<file path="src/rtl/vend_pkg.sv">
// Shared definitions for the coin vending controller: coin codes, coin
// valuation in 5-rupee units and the controller state encoding.
package vend_pkg;

  localparam logic [1:0] COIN_5   = 2'd0;
  localparam logic [1:0] COIN_10  = 2'd1;
  localparam logic [1:0] COIN_20  = 2'd2;
  localparam logic [1:0] COIN_BAD = 2'd3;

  typedef enum logic {COLLECT, CHANGE} state_t;

  function automatic logic [2:0] coin_units(input logic [1:0] coin);
    case (coin)
      COIN_5:  coin_units = 3'd1;
      COIN_10: coin_units = 3'd2;
      COIN_20: coin_units = 3'd4;
      default: coin_units = 3'd0;
    endcase
  endfunction

endpackage

</file>
<file path="src/rtl/vending_controller.sv">
// Coin-accepting vending controller: credits coins in 5-rupee units, vends at
// PRICE_UNITS and pays surplus or cancelled credit back one coin per handshake.
module vending_controller
  import vend_pkg::*;
#(
  parameter int PRICE_UNITS = 3,
  parameter int MAX_UNITS   = 8,
  parameter int CREDIT_W    = 4,
  parameter int COUNT_W     = 16
) (
  input  logic                clk,
  input  logic                reset,
  input  logic                coin_valid,
  input  logic [1:0]          coin_type,
  input  logic                cancel,
  input  logic                chg_ready,
  output logic                vend,
  output logic                coin_reject,
  output logic                chg_valid,
  output logic [CREDIT_W-1:0] credit,
  output logic                busy,
  output logic [COUNT_W-1:0]  vend_count
);

  if (PRICE_UNITS > MAX_UNITS || MAX_UNITS >= 2**CREDIT_W) begin : g_param_check
    $error("vending_controller: need PRICE_UNITS <= MAX_UNITS < 2**CREDIT_W");
  end

  localparam logic [CREDIT_W:0] PRICE_L = (CREDIT_W+1)'(PRICE_UNITS);
  localparam logic [CREDIT_W:0] MAX_L   = (CREDIT_W+1)'(MAX_UNITS);

  state_t              state_q, state_d;
  logic [CREDIT_W-1:0] credit_q, credit_d;
  logic [COUNT_W-1:0]  count_q, count_d;
  logic                vend_q, vend_d;
  logic                reject_q, reject_d;
  logic [CREDIT_W:0]   sum;

  // One extra bit so an over-limit sum is visible rather than wrapping.
  assign sum = {1'b0, credit_q} + (CREDIT_W+1)'(coin_units(coin_type));

  always_comb begin
    state_d  = state_q;
    credit_d = credit_q;
    count_d  = count_q;
    vend_d   = 1'b0;
    reject_d = 1'b0;
    case (state_q)
      COLLECT: begin
        if (cancel) begin
          reject_d = coin_valid;
          if (credit_q != '0) state_d = CHANGE;
        end else if (coin_valid) begin
          if (coin_type == COIN_BAD || sum > MAX_L) begin
            reject_d = 1'b1;
          end else if (sum >= PRICE_L) begin
            vend_d   = 1'b1;
            count_d  = count_q + COUNT_W'(1);
            credit_d = CREDIT_W'(sum - PRICE_L);
            if (sum != PRICE_L) state_d = CHANGE;
          end else begin
            credit_d = CREDIT_W'(sum);
          end
        end
      end
      CHANGE: begin
        reject_d = coin_valid;
        if (chg_ready) begin
          credit_d = credit_q - CREDIT_W'(1);
          if (credit_q == CREDIT_W'(1)) state_d = COLLECT;
        end
      end
      default: state_d = COLLECT;
    endcase
  end

  always_ff @(posedge clk) begin
    if (reset) begin
      state_q  <= COLLECT;
      credit_q <= '0;
      count_q  <= '0;
      vend_q   <= 1'b0;
      reject_q <= 1'b0;
    end else begin
      state_q  <= state_d;
      credit_q <= credit_d;
      count_q  <= count_d;
      vend_q   <= vend_d;
      reject_q <= reject_d;
    end
  end

  assign vend        = vend_q;
  assign coin_reject = reject_q;
  assign credit      = credit_q;
  assign vend_count  = count_q;
  assign chg_valid   = (state_q == CHANGE);
  assign busy        = (state_q == CHANGE);

endmodule

</file>
<file path="config.mk">
export PLATFORM = sky130hd
export DESIGN_NAME = vending_controller
export DESIGN_NICKNAME = d
export VERILOG_FILES = /design/src/rtl/vend_pkg.sv /design/src/rtl/vending_controller.sv
export SDC_FILE = /design/constraint.sdc
export NUM_CORES = 1
export LEC_CHECK = 0
export BUFFER_PORTS_ARGS = -buffer_cell sky130_fd_sc_hd__buf_4
export CAP_MARGIN = 40
export CELL_PAD_IN_SITES_DETAIL_PLACEMENT = 0
export CELL_PAD_IN_SITES_GLOBAL_PLACEMENT = 1
export CORE_UTILIZATION = 41
export CTS_CLUSTER_DIAMETER = 200
export DETAILED_ROUTE_END_ITERATION = 8
export HOLD_SLACK_MARGIN = 0.08
export PLACE_DENSITY_LB_ADDON = 0.25
export SLEW_MARGIN = 25
export SYNTH_ARGS = -nofsm -noshare
export SYNTH_HDL_FRONTEND = slang
export SYNTH_SLANG_ARGS = --single-unit
</file>
<file path="constraint.sdc">
create_clock -name clk -period 4.7 [get_ports clk]
set_clock_uncertainty 0.2 [all_clocks]
set_input_delay 1.41 -clock clk [delete_from_list [all_inputs] [get_ports clk]]
set_output_delay 1.41 -clock clk [all_outputs]
set_load 0.05 [all_outputs]
</file>
==> results of run 1 <==
-- power breakdown --
part           switching (W)  leakage (nW)  internal (W)  total (W)
Clock              0.0000641        0.0255     0.0000591   0.000123
Sequential         0.0000511         0.186      0.000216   0.000267
Combinational       0.000350         0.602      0.000219   0.000569
Total               0.000465         0.814      0.000494   0.000959
-- critical path, stage by stage --
cell	delay, ns
sky130_fd_sc_hd__buf_4	0.12
sky130_fd_sc_hd__nor2_1	0.10
sky130_fd_sc_hd__ha_1	0.26
sky130_fd_sc_hd__fa_1	0.53
sky130_fd_sc_hd__ha_1	0.30
sky130_fd_sc_hd__a21oi_1	0.23
sky130_fd_sc_hd__nand2_1	0.13
sky130_fd_sc_hd__a211oi_2	0.22
sky130_fd_sc_hd__buf_4	0.27
sky130_fd_sc_hd__mux2_2	0.36
sky130_fd_sc_hd__a31oi_1	0.15
-- logic make-up (layout without fill, tap and decap cells) --
logic type | count (synthesis) | count (layout) | share of synthesized area
xor+xnor | 2 | 2 | 0.0145
flops | 23 | 23 | 0.267
fa+ha+maj | 10 | 10 | 0.0769
simple gates | 86 | 86 | 0.270
buf+inv | 21 | 42 | 0.0667
mux | 12 | 12 | 0.0783
compound gates | 48 | 48 | 0.227
-- metal layers --
layer  global-route usage  vias up  part of all wire
li1                     -      796                 -
met5                    0        -                 0
met2                0.317       23              0.49
met3               0.0257        4             0.027
met4               0.0505        0            0.0093
met1                0.247      750              0.47
-- worst max path at each step --
stage / slack (ns) / to / cells past startpoint / start
global route: 0.41 / credit[0] / 11 / coin_type[1]
finish: 0.61 / credit[0] / 11 / coin_type[1]
detailed placement: 0.35 / vend_count[10] / 10 / coin_type[1]
floorplan: 0.63 / credit[0] / 10 / coin_type[1]
CTS: 0.63 / vend_count[10] / 10 / coin_type[1]
global placement: 0.42 / vend_count[10] / 11 / coin_type[1]
-- sequential cells by signal (all words and copies together) (netlist names) --
name	cells
credit	4
vend_count	16
coin_reject	1
vend	1
busy	1
-- layout make-up --
class / count / area [um^2] / share of cell area
clock buffers: 3 / 41.3 / 0.0208
clock inverters: 1 / 5.00 / 0.00253
inverters: 6 / 22.5 / 0.0114
multi-input cells: 158 / 1150 / 0.580
flip-flops and latches: 23 / 460 / 0.232
well taps: 50 / 62.6 / 0.0316
repair buffers: 32 / 240 / 0.121
-- per-stage QoR --
stage | utilization | worst slack [ns] | hold WS, ns
final | 0.492 | 0.610 | 0.338
after global routing | 0.492 | 0.412 | 0.372
after CTS | 0.492 | 0.632 | 0.341
after detailed placement | 0.480 | 0.355 | 0.326
after global placement | 0.480 | 0.418 | 0.314
after floorplan | - | 0.627 | 0.535
-- cell usage in the layout, fill, tap and decap left out, types with 3 or more instances in the layout --
master,Yosys,final
sky130_fd_sc_hd__and3_1,3,3
sky130_fd_sc_hd__or4_1,3,3
sky130_fd_sc_hd__o31ai_1,4,4
sky130_fd_sc_hd__nor3_1,6,6
sky130_fd_sc_hd__nor2b_1,13,13
sky130_fd_sc_hd__a221o_1,4,4
sky130_fd_sc_hd__nand2_1,9,9
sky130_fd_sc_hd__o21ai_0,3,3
sky130_fd_sc_hd__dfxtp_1,23,23
sky130_fd_sc_hd__nand3_1,11,11
sky130_fd_sc_hd__a21oi_1,11,11
sky130_fd_sc_hd__nor4_1,5,5
sky130_fd_sc_hd__nor2_1,22,22
sky130_fd_sc_hd__ha_1,9,9
sky130_fd_sc_hd__inv_1,6,6
sky130_fd_sc_hd__buf_4,3,32
sky130_fd_sc_hd__nor4b_1,3,3
sky130_fd_sc_hd__mux2_2,12,12
sky130_fd_sc_hd__a21o_1,4,4
sky130_fd_sc_hd__clkbuf_8,0,3
==> summary.md, run 1 <==
| Metric | Value |
|---|---|
| Result of the run | finished clean |
| Portion of the clock cycle consumed by the worst path in the final layout | 0.870 |
| FP Rows | 23 |
| Setup repair after global routing missed its margin | no |
| Maximum clock frequency | 0.244 GHz |
| Clock root buffer | sky130_fd_sc_hd__clkbuf_8 |
| Die area | 4470 um^2 |
| Detailed-routing iteration count for the pre-antenna-repair pass | 4 |
| Horizontal die dimension | 66.9 um |
| Sequential-to-total area share from yosys stat | 0.267 |
| Ranking of synthesized cells by area | sky130_fd_sc_hd__dfxtp_1 27%, sky130_fd_sc_hd__mux2_2 7.8%, sky130_fd_sc_hd__ha_1 6.5%, sky130_fd_sc_hd__nor2_1 4.8%, sky130_fd_sc_hd__nor2b_1 4.7% |
| Placement Cell Area | 1940 um^2 |
| Capture endpoint of the worst hold path | vend_count[1] |
| Via count of the first global-routing pass | 1423 |
| CP Data Required Time | 4.69 ns |
| IR Drop Worst-Case VDD | 0.000205 V |
| Yosys top cell area share | 0.267 |
| Final setup violation count | 0 |
| Number of standard cells after synthesis | 202 |
| Final instance area | 1980 um^2 |
| GP Congestion | 0.871 |
| Antenna violations before repair | 0 |
| Total Neg Setup Slack | 0 ns |
| Placeable core area | 4030 um^2 |
| Worst R2R Path Depth | 9 |
| Signal arrival time at the worst endpoint | 4.08 ns |
| Cell count of the worst hold path | 2 |
| Die span in y | 66.9 um |
| FF-to-FF End | credit[0] |
| Overall power of the completed layout | 0.000959 W |
| Dominant synthesized flop cell | sky130_fd_sc_hd__dfxtp_1 |
| Average wire per standard cell | 14.2 um |
| PostCTS Resize Cnt | 0 |
| Ratio of total power to cell area | 484 nW/um^2 |
| Maximum number of pins on one net before global-route repair | 37 |
| Top Ports | 31 |
| Path class of the lowest-slack min-delay path | reg -> reg |
| Kind of start point of the critical path | input pin |
| Mean instance size in the synthesized netlist | 8.54 um^2 |
| Area growth from synthesis to layout | 14.9% |
| Dpl hpwl | 2870 um |
| Clock tree from TritonCTS | done |
| Overall Global Routing Usage | 0.188 |
| Category of the worst setup path capture point | flip-flop |
| Final worst path period need | 4.09 ns |
| Cell area after technology mapping | 1730 um^2 |
| Final number of max-transition violations | 0 |
| Setup slack, reg-to-reg | 1.40 ns |
| Reg-to-reg critical path startpoint | credit[0] |
| Number of storage elements in the synthesis netlist | 23 |
| Number of H-tree levels | 1 |
| Wire length reported by the detailed router | 3860 um |
| Total vias in the final route | 1573 |
| Initial core utilization | 0.428 |
| Vias per std cell | 5.76 |
| Cts bufs inserted | 3 |
| Post-Synthesis Net Count | 219 |
| Worst-case clock buffer depth | 2 |
| Wire length of the first global-routing pass | 6470 um |
| # clock sinks | 23 |
| Number of standard cells in the final layout excluding fillers | 273 |
| Post-CTS setup-driven buffer insertion count | 0 |
| Number of design-rule violations left by the first detailed-router iteration | 60 |
| Final antenna diode count | 0 |
| Filler cells | 403 |
| Leakage power figure | 0.814 nW |
| Clock transition at the registers of the reported paths | 0.08 ns |
| Top post-synthesis cells by count | 23 x sky130_fd_sc_hd__dfxtp_1, 22 x sky130_fd_sc_hd__nor2_1, 13 x sky130_fd_sc_hd__nor2b_1 |
| Share of final-layout standard cells stronger than drive strength 1 | 0.256 |
| Final nets | 241 |
| Max-Slew Margin vs Limit | 0.632 |
| Crit path kind | in -> reg |
| Worst hold path startpoint | vend_count[1] |
| Number of enable flip-flop cells after synthesis | 0 |
| Post-detailed-route count of antenna-violating nets | 0 |
| Cell with the most instances after synthesis | sky130_fd_sc_hd__dfxtp_1 |
| YS warnings | 0 |
| Final number of hold-violating endpoints | 0 |
| Count of hold-fix buffers inserted at cts | 0 |
| Fraction of registers with async set/reset | 0 |
| Grt ovf | 0 |
| Number of placed cells counting well taps | 269 |
| Transition time of the tightest slew-check pin | 0.551 ns |
| Remaining routing DRC violations | 0 |
| Cell taking the most area after synthesis | sky130_fd_sc_hd__dfxtp_1 |
| Max-capacitance violation count | 0 |
| Maximum fanout encountered on the critical timing path | 24 |
| # port buffers | 30 |
| Clock latency on the worst-skew pair | 0.26 ns |
| Yosys cell types | 51 |
Note: power is estimated with default switching activity, not from simulation.
==> run 2: changes to the inputs <==
--- a/config.mk
+++ b/config.mk
@@ -5,6 +5,7 @@
 export SDC_FILE = /design/constraint.sdc
 export NUM_CORES = 1
 export LEC_CHECK = 0
+export ABC_AREA = 1
 export BUFFER_PORTS_ARGS = -buffer_cell sky130_fd_sc_hd__buf_4
 export CAP_MARGIN = 40
 export CELL_PAD_IN_SITES_DETAIL_PLACEMENT = 0
==> run 2 against run 1 <==
Effect of this change:
- die area rose by 7.6%
- cell area rose by 5.9%
- register-to-register slack improved by 0.54 ns
- sequential share of layout area fell by 1.3 points
- non-clock buffer count fell by 2
- clock power rose by 5%
- largest power group unchanged
- highest routed layer is now met3
==> summary.md, run 2 <==
| Metric | Value |
|---|---|
| Placeable core area | 4350 um^2 |
| Share of final-layout standard cells stronger than drive strength 1 | 0.281 |
| Area of the multi-input gates | 1170 um^2 |
| Wire length of the first global-routing pass | 7110 um |
| GP Congestion | 0.826 |
| Worst-case clock buffer depth | 2 |
| Core occupancy in the finished layout | 0.482 |
| Die area | 4810 um^2 |
| Filler cells | 467 |
| # port buffers | 30 |
| Antenna violations before repair | 0 |
| Signal arrival time at the worst endpoint | 3.59 ns |
| Horizontal die dimension | 69.4 um |
| Final worst path period need | 3.58 ns |
| Overall power of the completed layout | 0.000913 W |
| Dpl hpwl | 3010 um |
| Hold Slack | 0.296 ns |
| Yosys cell types | 30 |
| Initial core utilization | 0.427 |
| Commonest non-fill, non-tap cell in the layout | sky130_fd_sc_hd__nand2_1 |
| Category of the worst setup path capture point | flip-flop |
| Ranking of synthesized cells by area | sky130_fd_sc_hd__dfxtp_1 25%, sky130_fd_sc_hd__nand3_1 9.1%, sky130_fd_sc_hd__nand2_1 9.1%, sky130_fd_sc_hd__a21oi_2 7.5%, sky130_fd_sc_hd__inv_1 6.5% |
| PostCTS Resize Cnt | 0 |
| Path class of the lowest-slack min-delay path | reg -> reg |
| Leading cell types in the layout, fill and taps excluded | 45 x sky130_fd_sc_hd__nand2_1, 34 x sky130_fd_sc_hd__nand3_1, 32 x sky130_fd_sc_hd__inv_1, 30 x sky130_fd_sc_hd__buf_4, 23 x sky130_fd_sc_hd__dfxtp_1 |
| Fraction of registers with async set/reset | 0 |
| Worst R2R Path Depth | 8 |
| Clock tree from TritonCTS | done |
| Total internal power | 0.000440 W |
| Number of flip-flops in the largest register | 16 |
| Setup repair after global routing missed its margin | no |
| Final setup violation count | 0 |
| Vias per std cell | 4.89 |
| Number of design-rule violations left by the first detailed-router iteration | 76 |
| Fraction of the mapped netlist area in adder cells | 0.0713 |
| Wire length reported by the detailed router | 4020 um |
| Xor and xnor fraction of the mapped netlist area | 0.0612 |
| Number of enable flip-flop cells after synthesis | 0 |
| Portion of the clock cycle consumed by the worst path in the final layout | 0.763 |
| Detailed-routing iteration count for the pre-antenna-repair pass | 4 |
| Yosys top cell area share | 0.247 |
| Post-Synthesis Net Count | 268 |
| Number of H-tree levels | 1 |
| Number of placed cells counting well taps | 326 |
| IR Drop Worst-Case VDD | 0.000239 V |
| Post-CTS setup-driven buffer insertion count | 0 |
| Top Ports | 31 |
| Maximum clock frequency | 0.279 GHz |
| Max-Slew Margin vs Limit | 0.712 |
| Total Neg Setup Slack | 0 ns |
| Overall Global Routing Usage | 0.178 |
| Cell with the most instances after synthesis | sky130_fd_sc_hd__nand2_1 |
| Kind of start point of the critical path | input pin |
| Ratio of total power to cell area | 435 nW/um^2 |
| Count of hold-fix buffers inserted at cts | 0 |
| Maximum fanout encountered on the critical timing path | 22 |
| Clock group share of total power | 0.142 |
| Total vias in the final route | 1615 |
| # clock sinks | 23 |
| YS warnings | 0 |
| Main combinational cell family by area after synthesis | simple AND/OR/NAND/NOR gates |
| Maximum number of pins on one net before global-route repair | 23 |
| Number of standard cells in the final layout excluding fillers | 330 |
| Area used by sequential logic in the layout | 460 um^2 |
| Compound-Gate Fraction of Synth Area | 0.114 |
| Dominant synthesized flop cell | sky130_fd_sc_hd__dfxtp_1 |
| Reg-to-reg critical path startpoint | credit[0] |
| Worst hold path startpoint | vend_count[14] |
| Cts bufs inserted | 3 |
| Final nets | 296 |
| Clock transition at the registers of the reported paths | 0.09 ns |
| Fraction of the mapped netlist area in simple logic gates | 0.381 |
| Clock latency on the worst-skew pair | 0.27 ns |
| Average wire per standard cell | 12.2 um |
| Transition time of the tightest slew-check pin | 0.430 ns |
| Via count of the first global-routing pass | 1538 |
| Result of the run | finished clean |
| Switching part of the total | 0.518 |
| Post-detailed-route count of antenna-violating nets | 0 |
| Clock root buffer | sky130_fd_sc_hd__clkbuf_8 |
| Max-capacitance violation count | 0 |
| Setup slack, reg-to-reg | 1.94 ns |
| Number of standard cells after synthesis | 251 |
| Reported net switching power | 0.000473 W |
| Sequential-to-total area share from yosys stat | 0.247 |
| Number of storage elements in the synthesis netlist | 23 |
| Proportion of power drawn by flip-flops and latches | 0.276 |
| Area growth from synthesis to layout | 12.8% |
| Cell area after technology mapping | 1860 um^2 |
| Relative contribution of combinational cells to total power | 0.582 |
| CP Data Required Time | 4.71 ns |
| Grt ovf | 0 |
| Mean instance size in the synthesized netlist | 7.41 um^2 |
| Final antenna diode count | 0 |
| Leakage power figure | 0.912 nW |
| Post-synthesis mux area share | 0 |
| Cell taking the most area after synthesis | sky130_fd_sc_hd__dfxtp_1 |
| Cell count of the worst hold path | 2 |
| FP Rows | 24 |
| Capture endpoint of the worst hold path | vend_count[14] |
| Crit path kind | in -> reg |
| Final number of hold-violating endpoints | 0 |
| Top post-synthesis cells by count | 45 x sky130_fd_sc_hd__nand2_1, 34 x sky130_fd_sc_hd__nand3_1, 32 x sky130_fd_sc_hd__inv_1 |
| Die span in y | 69.4 um |
| FF-to-FF End | vend_count[7] |
| Remaining routing DRC violations | 0 |
| Final number of max-transition violations | 0 |
==> run 2: cell types whose count changed in the layout (fill, tap and decap cells not counted), sizes merged, moves of 5 or more <==
cell	delta
nand2	+49
nor4	-5
inv	+28
nand3	+32
nor2b	-13
xor2	+7
mux2	-12
a21oi	+15
==> run 2: layer usage <==
metal / vias up / wire (um) / global-route usage
li1: 867 / - / -
met5: - / 0 / 0
met3: 0 / 131 / 0.0247
met2: 27 / 1710 / 0.274
met4: 0 / 0 / 0.0317
met1: 721 / 2180 / 0.265
==> run 2: area by class of cell <==
cell class	instances	area share
multi-input cells	187	0.556
flip-flops and latches	23	0.219
repair buffers	30	0.107
inverters	34	0.0644
well taps	52	0.0310
clock buffers	3	0.0197
clock inverters	1	0.00238
==> run 2: how the worst max path moves through the flow <==
stage                     end    startpoint  slack [ns]  depth (start not counted)
2_1_floorplan   vend_count[3]  coin_type[1]        1.32                         13
3_3_place_gp   vend_count[11]  coin_type[1]        0.87                         10
3_5_place_dp    vend_count[7]  coin_type[1]        0.83                         10
4_1_cts         vend_count[7]  coin_type[1]        1.11                         10
5_1_grt         vend_count[8]  coin_type[1]        0.88                         10
6_report        vend_count[7]  coin_type[1]        1.12                         10
==> run 2: power by group through the flow <==
stage / Clock [W] / Sequential, W / Combinational, W
CTS: 0.000131 / 0.000253 / 0.000534
detailed placement: 0 / 0.000257 / 0.000532
global route: 0.000138 / 0.000257 / 0.000590
floorplan: 0 / 0.000314 / 0.000401
finish: 0.000129 / 0.000252 / 0.000532
global placement: 0 / 0.000257 / 0.000531
==> run 2: stage by stage <==
step | area [um^2] | setup slack [ns]
3_5_place_dp | 2050 | 0.826
6_report | 2100 | 1.12
5_1_grt | 2100 | 0.881
2_1_floorplan | 1860 | 1.32
3_3_place_gp | 2050 | 0.869
4_1_cts | 2100 | 1.11
==> run 2: cell families after synthesis <==
| group | count (synthesis) |
|---|---|
| AOI/OAI and AO/OA | 29 |
| xor gates and xnor gates | 13 |
| adders and majority gates | 10 |
| buffers and inverters | 41 |
| DFF | 23 |
| and+or+nand+nor | 135 |
==> run 2: critical path, stage by stage <==
cell,delay [ns]
sky130_fd_sc_hd__buf_4,0.12
sky130_fd_sc_hd__nor2_1,0.10
sky130_fd_sc_hd__ha_1,0.21
sky130_fd_sc_hd__fa_1,0.47
sky130_fd_sc_hd__ha_1,0.24
sky130_fd_sc_hd__nand2_1,0.13
sky130_fd_sc_hd__nand4_4,0.38
sky130_fd_sc_hd__nand2_8,0.32
sky130_fd_sc_hd__nand2_1,0.08
sky130_fd_sc_hd__a21oi_1,0.13
==> run 3: changes to the inputs <==
--- a/config.mk
+++ b/config.mk
@@ -5,12 +5,12 @@
 export SDC_FILE = /design/constraint.sdc
 export NUM_CORES = 1
 export LEC_CHECK = 0
-export ABC_AREA = 1
+export ABC_AREA = 0
 export BUFFER_PORTS_ARGS = -buffer_cell sky130_fd_sc_hd__buf_4
 export CAP_MARGIN = 40
 export CELL_PAD_IN_SITES_DETAIL_PLACEMENT = 0
 export CELL_PAD_IN_SITES_GLOBAL_PLACEMENT = 1
-export CORE_UTILIZATION = 41
+export CORE_UTILIZATION = 37
 export CTS_CLUSTER_DIAMETER = 200
 export DETAILED_ROUTE_END_ITERATION = 8
 export HOLD_SLACK_MARGIN = 0.08
==> constraint.sdc (replaced) <==
create_clock -name clk -period 3.05 [get_ports clk]
set_clock_uncertainty 0.2 [all_clocks]
set_input_delay 0.915 -clock clk [delete_from_list [all_inputs] [get_ports clk]]
set_output_delay 0.915 -clock clk [all_outputs]
set_load 0.05 [all_outputs]
==> run 3 against run 2 <==
Effect of this change:
- the run now ends with negative setup slack left
- cell count fell by 8.5%
- clock power up 54%
- critical path depth is 1 higher
- flip-flop and latch count stayed put
- critical path type unchanged
- largest power group unchanged
- highest routed layer is now met4
==> summary.md, run 3 (synthesized netlist as in run 1, its figures left out) <==
| Metric | Value |
|---|---|
| Overall Global Routing Usage | 0.188 |
| Final worst path period need | 3.19 ns |
| FF-to-FF End | vend_count[12] |
| Portion of the clock cycle consumed by the worst path in the final layout | 1.04 |
| Capture endpoint of the worst hold path | vend_count[0] |
| Transition time of the tightest slew-check pin | 0.596 ns |
| Grt ovf | 0 |
| Cells along the critical path | buf_8 -> nor2_4 -> ha_4 -> fa_2 -> inv_2 -> ha_4 -> a221o_1 -> o2111ai_2 -> buf_12 -> nor4_4 -> mux2_4 |
| CP Data Required Time | 3.01 ns |
| Final antenna diode count | 0 |
| Max-capacitance violation count | 0 |
| Post-detailed-route count of antenna-violating nets | 0 |
| Maximum cell stage delay along the critical path | 0.55 ns |
| Detailed-routing iteration count for the pre-antenna-repair pass | 4 |
| Total internal power | 0.00107 W |
| GP Congestion | 0.833 |
| Final number of max-transition violations | 0 |
| Number of design-rule violations left by the first detailed-router iteration | 101 |
| Crit path kind | in -> reg |
| Relative contribution of combinational cells to total power | 0.711 |
| Count of hold-fix buffers inserted at cts | 0 |
| Buffers & Inverters on Critical Path | 3 |
| Commonest non-fill, non-tap cell in the layout | sky130_fd_sc_hd__buf_4 |
| Wire length reported by the detailed router | 4790 um |
| Cts bufs inserted | 3 |
| Total vias in the final route | 1717 |
| Number of standard cells in the final layout excluding fillers | 302 |
| Die area | 4940 um^2 |
| Signal arrival time at the worst endpoint | 3.15 ns |
| Leading cell types in the layout, fill and taps excluded | 50 x sky130_fd_sc_hd__buf_4, 23 x sky130_fd_sc_hd__dfxtp_1, 21 x sky130_fd_sc_hd__nor2_1, 12 x sky130_fd_sc_hd__nor2b_1, 11 x sky130_fd_sc_hd__nand3_1 |
| Clock group share of total power | 0.100 |
| Worst hold path startpoint | vend_count[0] |
| Category of the worst setup path capture point | flip-flop |
| Cell count of the worst hold path | 2 |
| Leakage power figure | 1.03 nW |
| Share of final-layout standard cells stronger than drive strength 1 | 0.428 |
| Antenna violations before repair | 0 |
| Overall power of the completed layout | 0.00198 W |
| Clock tree from TritonCTS | done |
| Max-Slew Margin vs Limit | 0.602 |
| Hold Slack | 0.359 ns |
| Vias per std cell | 5.69 |
| Worst-case clock buffer depth | 2 |
| Clock transition at the registers of the reported paths | 0.09 ns |
| Dominant delay contributor by cell family on the critical path | adder cells |
| Worst R2R Path Depth | 9 |
| Clock root buffer | sky130_fd_sc_hd__clkbuf_8 |
| Kind of start point of the critical path | input pin |
| Path class of the lowest-slack min-delay path | reg -> reg |
| Final setup violation count | 19 |
| Setup slack, reg-to-reg | 0.26 ns |
| Clock latency on the worst-skew pair | 0.27 ns |
| Initial core utilization | 0.391 |
| Final number of hold-violating endpoints | 0 |
| Placeable core area | 4410 um^2 |
| Result of the run | finished with violations |
| Dpl hpwl | 3430 um |
| Top Ports | 31 |
| Reported net switching power | 0.000912 W |
| Switching part of the total | 0.460 |
| Setup repair after global routing missed its margin | yes |
| Number of H-tree levels | 1 |
| # port buffers | 30 |
| Average wire per standard cell | 15.9 um |
| Horizontal die dimension | 70.3 um |
| Maximum number of pins on one net before global-route repair | 37 |
| Maximum clock frequency | 0.314 GHz |
| Ratio of total power to cell area | 799 nW/um^2 |
| Number of flip-flops in the largest register | 16 |
| Number of placed cells counting well taps | 293 |
| Reg-to-reg critical path startpoint | credit[0] |
| Violations in the final reports | negative setup slack |
| Die span in y | 70.3 um |
| Most used cell along the critical path | sky130_fd_sc_hd__ha_4 |
| Smallest setup slack after layout | -0.135 ns |
| Final nets | 268 |
| Critical path's slowest cell | sky130_fd_sc_hd__fa_2 |
| Area growth from synthesis to layout | 43.9% |
| Remaining routing DRC violations | 0 |
| # clock sinks | 23 |
| Proportion of power drawn by flip-flops and latches | 0.189 |
| Maximum fanout encountered on the critical timing path | 25 |
| Via count of the first global-routing pass | 1612 |
| Wire length of the first global-routing pass | 7650 um |
| FP Rows | 24 |
| IR Drop Worst-Case VDD | 0.000338 V |
-- run 3: cell count changes in the layout (fill, tap and decap cells not counted), moves of 5 or more --
cell	change
sky130_fd_sc_hd__nand2_1	-38
sky130_fd_sc_hd__inv_1	-27
sky130_fd_sc_hd__nand3_1	-23
sky130_fd_sc_hd__buf_4	+20
sky130_fd_sc_hd__a21oi_2	-13
sky130_fd_sc_hd__nor2b_1	+12
sky130_fd_sc_hd__nand2_2	-10
sky130_fd_sc_hd__nand3_2	-8
sky130_fd_sc_hd__mux2_2	+7
sky130_fd_sc_hd__xor2_1	-7
sky130_fd_sc_hd__mux2_4	+5
sky130_fd_sc_hd__nor4_4	+5
sky130_fd_sc_hd__xnor2_1	-5
-- run 3: metal layers --
layer / wire, um / vias up / global-route usage
met1: 2210 / 820 / 0.259
met2: 2380 / 37 / 0.313
met3: 176 / 4 / 0.0188
li1: - / 856 / -
met4: 29 / 0 / 0.0422
met5: 0 / - / 0
-- run 3: worst reg2reg max path: stages, from the launching register on --
cell and delay, ns:
sky130_fd_sc_hd__dfxtp_1 0.36, sky130_fd_sc_hd__ha_4 0.18, sky130_fd_sc_hd__fa_2 0.55, sky130_fd_sc_hd__inv_2 0.05, sky130_fd_sc_hd__ha_4 0.15, sky130_fd_sc_hd__a221o_1 0.33
sky130_fd_sc_hd__o2111ai_2 0.23, sky130_fd_sc_hd__buf_12 0.24, sky130_fd_sc_hd__nor4_4 0.08, sky130_fd_sc_hd__mux2_4 0.32
-- run 3: repair_timing --
item,4_1_cts,5_1_grt
gates cloned,0,1
pin swaps,1,9
resized for setup,6,21
buffers inserted,0,4
setup endpoints to repair,21,21
-- run 3: layout make-up --
| type | count | area (um^2) |
|---|---|---|
| clock buffer | 3 | 41.3 |
| clock inverter | 1 | 5.00 |
| fill | 401 | 1930 |
| inverter | 6 | 22.5 |
| multi-input combinational | 158 | 1370 |
| sequential | 23 | 460 |
| tap | 52 | 65.1 |
| timing repair buffer | 59 | 515 |
-- run 3: power by group through the flow --
stage | combinational [W] | clock, W | sequential (W)
after global placement | 0.00117 | 0 | 0.000381
after detailed placement | 0.00121 | 0 | 0.000384
after floorplan | 0.000750 | 0 | 0.000487
final | 0.00141 | 0.000199 | 0.000375
after global routing | 0.00152 | 0.000212 | 0.000382
after CTS | 0.00122 | 0.000202 | 0.000377
-- run 3: stage by stage --
stage | setup slack (ns) | util | area, um^2 | TNS (ns)
floorplan | -0.292 | - | 1850 | -4.46
global placement | -0.386 | 0.508 | 2240 | -7.12
detailed placement | -0.440 | 0.508 | 2240 | -8.22
CTS | -0.111 | 0.524 | 2310 | -1.25
global route | -0.186 | 0.562 | 2480 | -2.96
finish | -0.135 | 0.562 | 2480 | -1.69
-- run 3: how the worst max path moves through the flow --
stage	to	start	slack, ns	depth (start not counted)
3_3_place_gp	vend_count[11]	coin_type[1]	-0.39	12
5_1_grt	credit[1]	coin_type[1]	-0.19	12
4_1_cts	vend_count[12]	coin_type[1]	-0.11	12
3_5_place_dp	vend_count[12]	coin_type[0]	-0.44	11
6_report	vend_count[12]	coin_type[1]	-0.14	11
2_1_floorplan	credit[3]	coin_type[1]	-0.29	11
